===== src/rtl/exe_div_pkg.sv =====
// Shared types and constants for the EXE-stage sequential divider and its alu.
package exe_div_pkg;

  localparam int DIV_ITERS = 32;

  typedef enum logic [1:0] {
    DIV  = 2'b00,
    DIVU = 2'b01,
    REM  = 2'b10,
    REMU = 2'b11
  } div_op_e;

  typedef enum logic [2:0] {
    S_IDLE,
    S_NEG_A,
    S_NEG_B,
    S_ITER,
    S_FIX,
    S_DONE
  } div_state_e;

  localparam logic [1:0] ALU_ADD = 2'b00;
  localparam logic [1:0] ALU_AND = 2'b01;
  localparam logic [1:0] ALU_OR  = 2'b10;
  localparam logic [1:0] ALU_XOR = 2'b11;

  function automatic logic op_is_signed(input div_op_e op);
    return ~op[0];
  endfunction

  function automatic logic op_is_rem(input div_op_e op);
    return op[1];
  endfunction

endpackage


===== src/rtl/exe_div_alu.sv =====
// 32-bit combinational alu: add with carry-in, and, or, xor; no carry-out port.
// Zero latency, no flow control.
module alu
  import exe_div_pkg::*;
(
  input  logic [31:0] op1,
  input  logic [31:0] op2,
  input  logic        cin,
  input  logic [1:0]  cmd,
  output logic [31:0] res
);

  always_comb begin
    res = '0;
    case (cmd)
      ALU_ADD: res = op1 + op2 + {31'b0, cin};
      ALU_AND: res = op1 & op2;
      ALU_OR:  res = op1 | op2;
      ALU_XOR: res = op1 ^ op2;
      default: res = '0;
    endcase
  end

endmodule


===== src/rtl/exe_div_seq.sv =====
// RV32M DIV/DIVU/REM/REMU sequencer: 36 cycles accept->done (2 with DIV_FAST_SPECIAL_EN for /0 and overflow);
// starts ignored while busy, result held with done until ack, flush aborts.
module exe_div_seq
  import exe_div_pkg::*;
#(
  parameter int XLEN = 32
) (
  input  logic            clk,
  input  logic            reset_n,
  input  logic            start_SE,
  input  logic [1:0]      op_SE,
  input  logic [XLEN-1:0] dividend_SE,
  input  logic [XLEN-1:0] divisor_SE,
  input  logic            flush_SE,
  input  logic            res_ack_SE,
  output logic            busy_SE,
  output logic            done_SE,
  output logic [XLEN-1:0] res_SE
);

  div_state_e      state_q;
  div_op_e         op_q;
  logic [XLEN-1:0] a_q, d_q, r_q;
  logic [4:0]      cnt_q;
  logic            sa_q, qneg_q, rneg_q;

  logic [XLEN-1:0] alu_op1, alu_op2, alu_res;
  logic            alu_cin;
  logic [1:0]      alu_cmd;

  logic [XLEN-1:0] r_shift, fix_val;
  logic            fix_neg, cout, neg_a, neg_b;

  alu u_alu (
    .op1 (alu_op1),
    .op2 (alu_op2),
    .cin (alu_cin),
    .cmd (alu_cmd),
    .res (alu_res)
  );

  always_comb begin
    r_shift = {r_q[XLEN-2:0], a_q[XLEN-1]};
    fix_val = op_is_rem(op_q) ? r_q : a_q;
    fix_neg = op_is_rem(op_q) ? rneg_q : qneg_q;
    neg_a   = op_is_signed(op_q) & a_q[XLEN-1];
    neg_b   = op_is_signed(op_q) & d_q[XLEN-1];
    alu_op1 = '0;
    alu_op2 = '0;
    alu_cin = 1'b0;
    alu_cmd = ALU_ADD;
    case (state_q)
      S_NEG_A: if (neg_a) begin alu_op2 = ~a_q; alu_cin = 1'b1; end
      S_NEG_B: if (neg_b) begin alu_op2 = ~d_q; alu_cin = 1'b1; end
      S_ITER: begin
        alu_op1 = r_shift;
        alu_op2 = ~d_q;
        alu_cin = 1'b1;
      end
      S_FIX: begin
        if (fix_neg) begin
          alu_op2 = ~fix_val;
          alu_cin = 1'b1;
        end else begin
          alu_op1 = fix_val;
        end
      end
      default: ;
    endcase
    // carry-out of R' + ~D + 1 rebuilt from the sign bits; R' never needs a 33rd bit
    cout = (r_shift[XLEN-1] & ~d_q[XLEN-1]) |
           ((r_shift[XLEN-1] ^ ~d_q[XLEN-1]) & ~alu_res[XLEN-1]);
  end

`ifdef DIV_FAST_SPECIAL_EN
  logic            fast_hit;
  logic [XLEN-1:0] fast_res;

  always_comb begin
    fast_hit = 1'b0;
    fast_res = '0;
    if (d_q == '0) begin
      fast_hit = 1'b1;
      fast_res = op_is_rem(op_q) ? a_q : '1;
    end else if (op_is_signed(op_q) && a_q == {1'b1, {(XLEN-1){1'b0}}} && d_q == '1) begin
      fast_hit = 1'b1;
      fast_res = op_is_rem(op_q) ? '0 : a_q;
    end
  end
`endif

  always_ff @(posedge clk or negedge reset_n) begin
    if (!reset_n) begin
      state_q <= S_IDLE;
      op_q    <= DIV;
      a_q     <= '0;
      d_q     <= '0;
      r_q     <= '0;
      cnt_q   <= '0;
      sa_q    <= 1'b0;
      qneg_q  <= 1'b0;
      rneg_q  <= 1'b0;
      busy_SE <= 1'b0;
      done_SE <= 1'b0;
      res_SE  <= '0;
    end else if (flush_SE) begin
      state_q <= S_IDLE;
      busy_SE <= 1'b0;
      done_SE <= 1'b0;
    end else begin
      case (state_q)
        S_IDLE: begin
          if (start_SE) begin
            a_q     <= dividend_SE;
            d_q     <= divisor_SE;
            op_q    <= div_op_e'(op_SE);
            r_q     <= '0;
            busy_SE <= 1'b1;
            state_q <= S_NEG_A;
          end
        end
        S_NEG_A: begin
`ifdef DIV_FAST_SPECIAL_EN
          if (fast_hit) begin
            res_SE  <= fast_res;
            state_q <= S_DONE;
          end else
`endif
          begin
            sa_q <= neg_a;
            if (neg_a) a_q <= alu_res;
            state_q <= S_NEG_B;
          end
        end
        S_NEG_B: begin
          // x/0 must give all-ones even for a negative dividend, so no quotient negate
          qneg_q  <= op_is_signed(op_q) & (sa_q ^ d_q[XLEN-1]) & (|d_q);
          rneg_q  <= sa_q;
          if (neg_b) d_q <= alu_res;
          cnt_q   <= 5'(DIV_ITERS - 1);
          state_q <= S_ITER;
        end
        S_ITER: begin
          r_q   <= cout ? alu_res : r_shift;
          a_q   <= {a_q[XLEN-2:0], cout};
          cnt_q <= cnt_q - 5'd1;
          if (cnt_q == 5'd0) state_q <= S_FIX;
        end
        S_FIX: begin
          res_SE  <= alu_res;
          state_q <= S_DONE;
        end
        S_DONE: begin
          if (done_SE && res_ack_SE) begin
            done_SE <= 1'b0;
            busy_SE <= 1'b0;
            state_q <= S_IDLE;
          end else begin
            done_SE <= 1'b1;
          end
        end
        default: state_q <= S_IDLE;
      endcase
    end
  end

endmodule


===== config.mk =====
export PLATFORM = sky130hd
export DESIGN_NAME = exe_div_seq
export DESIGN_NICKNAME = d
export VERILOG_FILES = /design/src/rtl/exe_div_pkg.sv /design/src/rtl/exe_div_alu.sv /design/src/rtl/exe_div_seq.sv
export SDC_FILE = /design/constraint.sdc
export NUM_CORES = 1
export LEC_CHECK = 0
export ABC_AREA = 0
export BUFFER_PORTS_ARGS = -buffer_cell sky130_fd_sc_hd__buf_2
export CORE_MARGIN = 1.5
export CORE_UTILIZATION = 47
export DETAILED_ROUTE_END_ITERATION = 8
export GPL_ROUTABILITY_DRIVEN = 0
export PLACE_DENSITY = 0.71
export SETUP_SLACK_MARGIN = 0.02
export SYNTH_ARGS = -nofsm -noshare
export SYNTH_HDL_FRONTEND = slang
export SYNTH_SLANG_ARGS = --single-unit
export TNS_END_PERCENT = 20

===== constraint.sdc =====
create_clock -name clk -period 5.3 [get_ports clk]
set_input_delay 0.53 -clock clk [delete_from_list [all_inputs] [get_ports clk]]
set_output_delay 0.53 -clock clk [all_outputs]
set_load 0.01 [all_outputs]

Word-level counts from Yosys, hierarchy flattened
Cells that the tools add are included.
Word-level totals
  word-level logic and storage cells: 96
  register bits after elaboration: 143
  input port bits: 71
Cells by class
  reductions and logical operators: 20
  mux-type cells: 34
  add/subtract/negate cells: 3
  bitwise gates (word level): 16
  eq/ne operators: 11
Operator list (number)
  32-bit two-way mux: 11
  32-bit case mux with 2 select lines: 3
  32-bit case mux with 4 select lines: 1
  32-bit inverter: 3
  32-bit case mux with 3 select lines: 1
  32-bit by 1-bit adder with 32-bit output: 1
  32-bit adder: 1
  32-bit OR reduction: 1
  3-bit case mux with 6 select lines: 1
  3-bit two-way mux: 4
  3-bit AND reduction: 4
  1-bit two-way mux: 10
  5-bit case mux with 2 select lines: 1
  3-bit != test (second input constant): 3
  2-bit AND reduction: 4
  4-bit AND reduction: 2
  2-bit nonzero test: 4
  1-bit AND: 6
  3-bit by 2-bit equality test with 1-bit output (second input constant): 2
  3-bit equality test (second input constant): 2
  2-bit != test (second input constant): 3
  3-bit nonzero test: 2
  5-bit logical NOT: 1
  5-bit by 1-bit subtractor with 5-bit output (second input constant): 1
  8 further kinds: 12

Depth between registers and ports, before layout
  word-level depth: 11
  mapped depth: 19
  gate-level depth less buffers: 16

Cells and area by module
A second synthesis with hierarchy kept.
Second synthesis, totals
  cells, all modules: 1348
  area, all modules: 11680.0 µm²
By module, submodules not included
  exe_div_seq: cells each 845, instances 1, sequential area each 3578.4 µm², area each 8216.6 µm²
  alu: cells each 503, instances 1, sequential area each 0.0 µm², area each 3463.3 µm²

Worst setup path before layout
Ideal clock, no wire load.
  path kind: register to register
  from: register state_q[1]
  to: register r_q[22]
  arrival: 4240 ps
  stages on the path, launching flop included: 18
  slack: 991 ps
  library setup time: 69 ps
  required time: 5231 ps
  path buffers: 2
  cell sequence: dfrtp_1 -> inv_1 -> clkbuf_1 -> nor3_1 -> a21oi_1 -> clkbuf_1 -> o22ai_1 -> nor2_1 -> fa_1 -> fa_1 -> nand2b_1 -> a21oi_1 -> o211a_1 -> nor2_1 -> a211oi_1 -> or3_1 -> or4bb_1 -> nand3_1
Between the ends
  word-level cells in the longest chain between the ends: 9
  elaborated cells on any way between the ends: 18
  classes of those cells: add/sub (2); eq/ne (5); mux (5); bitwise (3); reduce/logical (3)
Ends and longest elaborated chain
  start: declaration: line exe_div_seq.sv:21  | div_state_e state_q;
  start signal: assignment: line exe_div_seq.sv:94  | state_q <= S_IDLE;
  start signal: assignment: line exe_div_seq.sv:107  | state_q <= S_IDLE;
  start signal: assignment: line exe_div_seq.sv:119  | state_q <= S_NEG_A;
  3-bit equality test (tied with other cells): line exe_div_seq.sv:52  | case (state_q)
  32-bit case mux with 4 select lines / 32-bit case mux with 2 select lines (equally long branches): line exe_div_seq.sv:52
  32-bit adder: line exe_div_alu.sv:16  | ALU_ADD: res = op1 + op2 + {31'b0, cin};
  32-bit by 1-bit adder with 32-bit output: line exe_div_alu.sv:16
  1-bit inverter: line exe_div_seq.sv:72  | ((r_shift[XLEN-1] ^ ~d_q[XLEN-1]) & ~alu_res[XLEN-1]);
  1-bit AND: line exe_div_seq.sv:72
  1-bit bitwise OR: line exe_div_seq.sv:71  | cout = (r_shift[XLEN-1] & ~d_q[XLEN-1]) |
  32-bit two-way mux: line exe_div_seq.sv:144  | r_q <= cout ? alu_res : r_shift;
  32-bit case mux with 2 select lines: line exe_div_seq.sv:111  | case (state_q)
  end signal: assignment: line exe_div_seq.sv:144
  end: declaration: line exe_div_seq.sv:23  | logic [XLEN-1:0] a_q, d_q, r_q;
Parallel ways exist; a longest one is shown, timed or not.
A chain may end at the register's enable or synchronous reset.

Worst setup path after layout
  from: register state_q[2]
  to: register r_q[22]
Same word-level chain as after synthesis.

==> summary.md <==
| Metric | Value |
|---|---|
| Asr flop ratio synth | 100% |
| Die Span X | 149 µm |
| Minimum clock period | 4610 ps |
| Slew Limit Fails | 0 |
| Final Cycle Share | 86.9% |
| Core region area | 0.0210 mm² |
| Largest net degree at the start of global routing | 103 |
| Switching portion of total power | 44.9% |
| Worst-margin pin slew | 1000 ps |
| Grt ovf | 0 |
| CP arrival | 4970 ps |
| Syn Std Cell Area | 0.0100 mm² |
| Ant diodes | 0 |
| Worst path slowest cell | dfrtp_1 |
| Skew-Pair Late Insertion Delay | 440 ps |
| Min Hold Slack | 208 ps |
| WP buf/inv | 1 |
| P_int | 3.31 mW |
| Skew final | 16.2 ps |
| FF+latch area | 0.00358 mm² |
| GRT Overall Usage | 28.6% |
| Ranking of synthesized cells by area | dfrtp_1 36%, o21ai_0 7.8%, nand2_1 7.7% |
| Clock slew at the register clock pins of the worst setup and hold paths | 60 ps |
| Die ar. | 0.0222 mm² |
| Max VDD drop | 0.208 mV |
| Footprint of the multi-input gates | 0.00607 mm² |
| Rows | 53 |
| Layout area overhead | 13.6% |
| Post-Syn Instances | 1248 |
| Vias in the first global route | 9177 |
| I/O Pins | 105 |
| Yosys reg bits | 143 |
| Port-buffer cells | 104 |
| Combinational fraction of design power | 45.4% |
| Power Dens Cells | 527 mW/mm² |
| Synth area leader | dfrtp_1 |
| RSZ-0062 raised after global routing | false |
| WP data required | 5660 ps |
| Post-Syn Nets | 1354 |
| Vias | 9845 |
| # nets final | 1412 |
| CTS tree | yes |
| Post_cts resized | 0 |
| Yosys top cell area share | 35.7% |
| Fill cells | 2007 |
| Setup TNS | 0 ps |
| Clk pwr share | 21.8% |
| WL final | 31.1 mm |
| WL/cell | 19.5 µm |
| Final hold vios | 0 |
| Number of max-cap violations | 0 |
| Startpoint types | flop |
| # clock sinks | 143 |
| Avg Cell Area, Syn | 8.03 µm² |
| CTS max path bufs | 2 |
| Root Buffer | clkbuf_16 |
| Post-synthesis sequential area ratio | 35.7% |
| Worst Path Max Fanout | 31 |
| Synth unique cells | 78 |
| Initial antenna violation count | 0 |
| Flop pwr share | 32.8% |
| First-pass GRT wire length | 50.0 mm |
| Worst Hold Class | in -> async |
| Chip height | 149 µm |
| CP cell instances | nor3b_2, nand3_1, buf_4, o22ai_1, nor2_1, fa_1, fa_1, nand2b_1, a21oi_1, o211a_1, nor2_1, a211oi_1, or3_1, or4bb_1, nand3_1 |
| Setup bufs post-CTS | 0 |
| Routed vias/inst | 6.18 |
| EDFF count, synth | 0 |
| Kind of critical path | reg -> reg |
| H-tree depth | 4 |
| Highest clock rate | 217 MHz |
| # setup viols final | 0 |
| Fraction of layout cells with a size suffix above 1 | 14.8% |
| Status | complete, no violations |
| Post-synth top flop | dfrtp_1 |
| Post-DP HPWL | 21.6 mm |
| Hold Buf Count CTS | 0 |
| 1st-pass router iterations | 7 |
| 1st-iter DRT viols | 847 |
| Switch Pwr | 2.69 mW |
| Starting Density | 47.8% |
| ANT nets after route | 0 |
| CP peak stage delay | 580 ps |
| DRC Markers | 0 |
| Total number of yosys warnings | 0 |
| CP endpoint kind | flop |
| Slew HR | 33.1% |
| Lkg Pwr | 5.05 nW |
| Delay-heaviest family, CP | simple AND/OR/NAND/NOR gates |
| Inserted Clock Buffers | 17 |
-- power by group through the flow --
stage | sequential, mW | clock [mW] | combinational, mW
after floorplan | 1.83 | 0 | 1.95
after detailed placement | 1.97 | 0 | 2.66
after global placement | 1.96 | 0 | 2.61
final | 1.97 | 1.31 | 2.73
after CTS | 1.96 | 1.32 | 2.69
after global routing | 2.02 | 1.36 | 2.99
-- sequential cells by signal, summed over array words and instances (netlist names) --
name	count
r_q	32
d_q	32
cnt_q	5
res_SE	32
sa_q	1
a_q	32
qneg_q	1
state_q	3
busy_SE	1
rneg_q	1
done_SE	1
op_q	2
-- through the flow --
stage / area (µm²) / power (mW) / utilization (%) / setup slack (ps) / instances
after floorplan: 10000 / 3.77 / - / 991 / 1248
final: 11400 / 6.00 / 54.3 / 693 / 1594
after global placement: 10800 / 4.57 / 51.3 / 952 / 1562
after CTS: 11400 / 5.96 / 54.3 / 825 / 1594
after detailed placement: 10800 / 4.63 / 51.3 / 848 / 1562
after global routing: 11400 / 6.37 / 54.3 / 376 / 1594
-- layer usage --
metal	track usage, %	wire length (µm)
met5	0	0
met4	9.21	668
met3	4.89	2230
met2	45.0	14200
met1	39.9	14000
-- worst reg2reg max path, cell delays in order, from the launching register on --
cell and delay, ps:
dfrtp_1 580, nor3b_2 440, nand3_1 120, buf_4 290
o22ai_1 170, nor2_1 80, fa_1 440, fa_1 460
nand2b_1 180, a21oi_1 240, o211a_1 320, nor2_1 90
a211oi_1 380, or3_1 230, or4bb_1 400, nand3_1 100
-- cell usage in the layout, fill, tap and decap left out, types with 6 or more instances in the layout --
cell,count
nand2_1,206
o21ai_0,156
dfrtp_1,141
buf_2,103
nor2_1,93
a21oi_1,80
nand3_1,60
mux2i_1,48
ha_1,33
o22a_1,31
o211ai_1,30
or3_1,23
a31oi_1,23
buf_4,21
inv_1,18
nor3_1,18
clkbuf_16,17
o21ai_1,14
mux2_2,14
xnor2_1,13
nand2b_1,10
xor2_1,10
a21o_1,8
nand4_1,8
nor4_1,8
and3_1,7
o31ai_1,7
o21a_1,6
and2_1,6
-- final cells by class --
class,instances,share of cell area (%)
multi-input combinational,1001,53.4
sequential,143,31.5
timing repair buffer,125,6.01
clock buffer,20,3.92
tap,275,3.02
clock inverter,12,1.63
inverter,18,0.594
-- Yosys cell counts (10+ instances only) --
master,n
mux2i_1,48
nand2_1,206
xnor2_1,13
xor2_1,10
nor2_1,94
nor3_1,20
ha_1,33
inv_1,18
mux2_2,14
clkbuf_1,69
nand3_1,60
or3_1,24
o22a_1,31
o21ai_0,156
a31oi_1,23
nand2b_1,11
a21oi_1,82
o21ai_1,14
o211ai_1,30
dfrtp_1,143
-- final timing paths --
| kind | from | to | slack [ps] | cells past startpoint |
|---|---|---|---|---|
| hold reg to reg | res_SE[28]$_DFFE_PN0P_ | res_SE[28]$_DFFE_PN0P_ | 470 | 2 |
| max in group asynchronous | reset_n | state_q[1]$_DFFE_PN0P_ | 3990 | 2 |
| setup reg to reg | state_q[2]$_DFFE_PN0P_ | r_q[22]$_DFFE_PN0P_ | 690 | 15 |
| min in group clk | dividend_SE[24] | a_q[24]$_DFFE_PN0P_ | 340 | 3 |
| setup / recovery | state_q[2]$_DFFE_PN0P_ | r_q[22]$_DFFE_PN0P_ | 690 | 15 |
| hold / removal | reset_n | d_q[27]$_DFFE_PN0P_ | 210 | 1 |
-- logic make-up (layout without fill, tap and decap cells) --
group	after synthesis	after routing	share of synthesized area, %
AO/OA/AOI/OAI	407	407	25.3
adder cells (fa/ha/maj)	35	35	4.52
flip-flops	143	143	35.7
multiplexers	64	64	6.73
XOR/XNOR	23	23	2.01
AND/OR/NAND/NOR	472	472	21.5
buffers and inverters	104	175	4.27
Note: power is estimated with default switching activity, not from simulation.
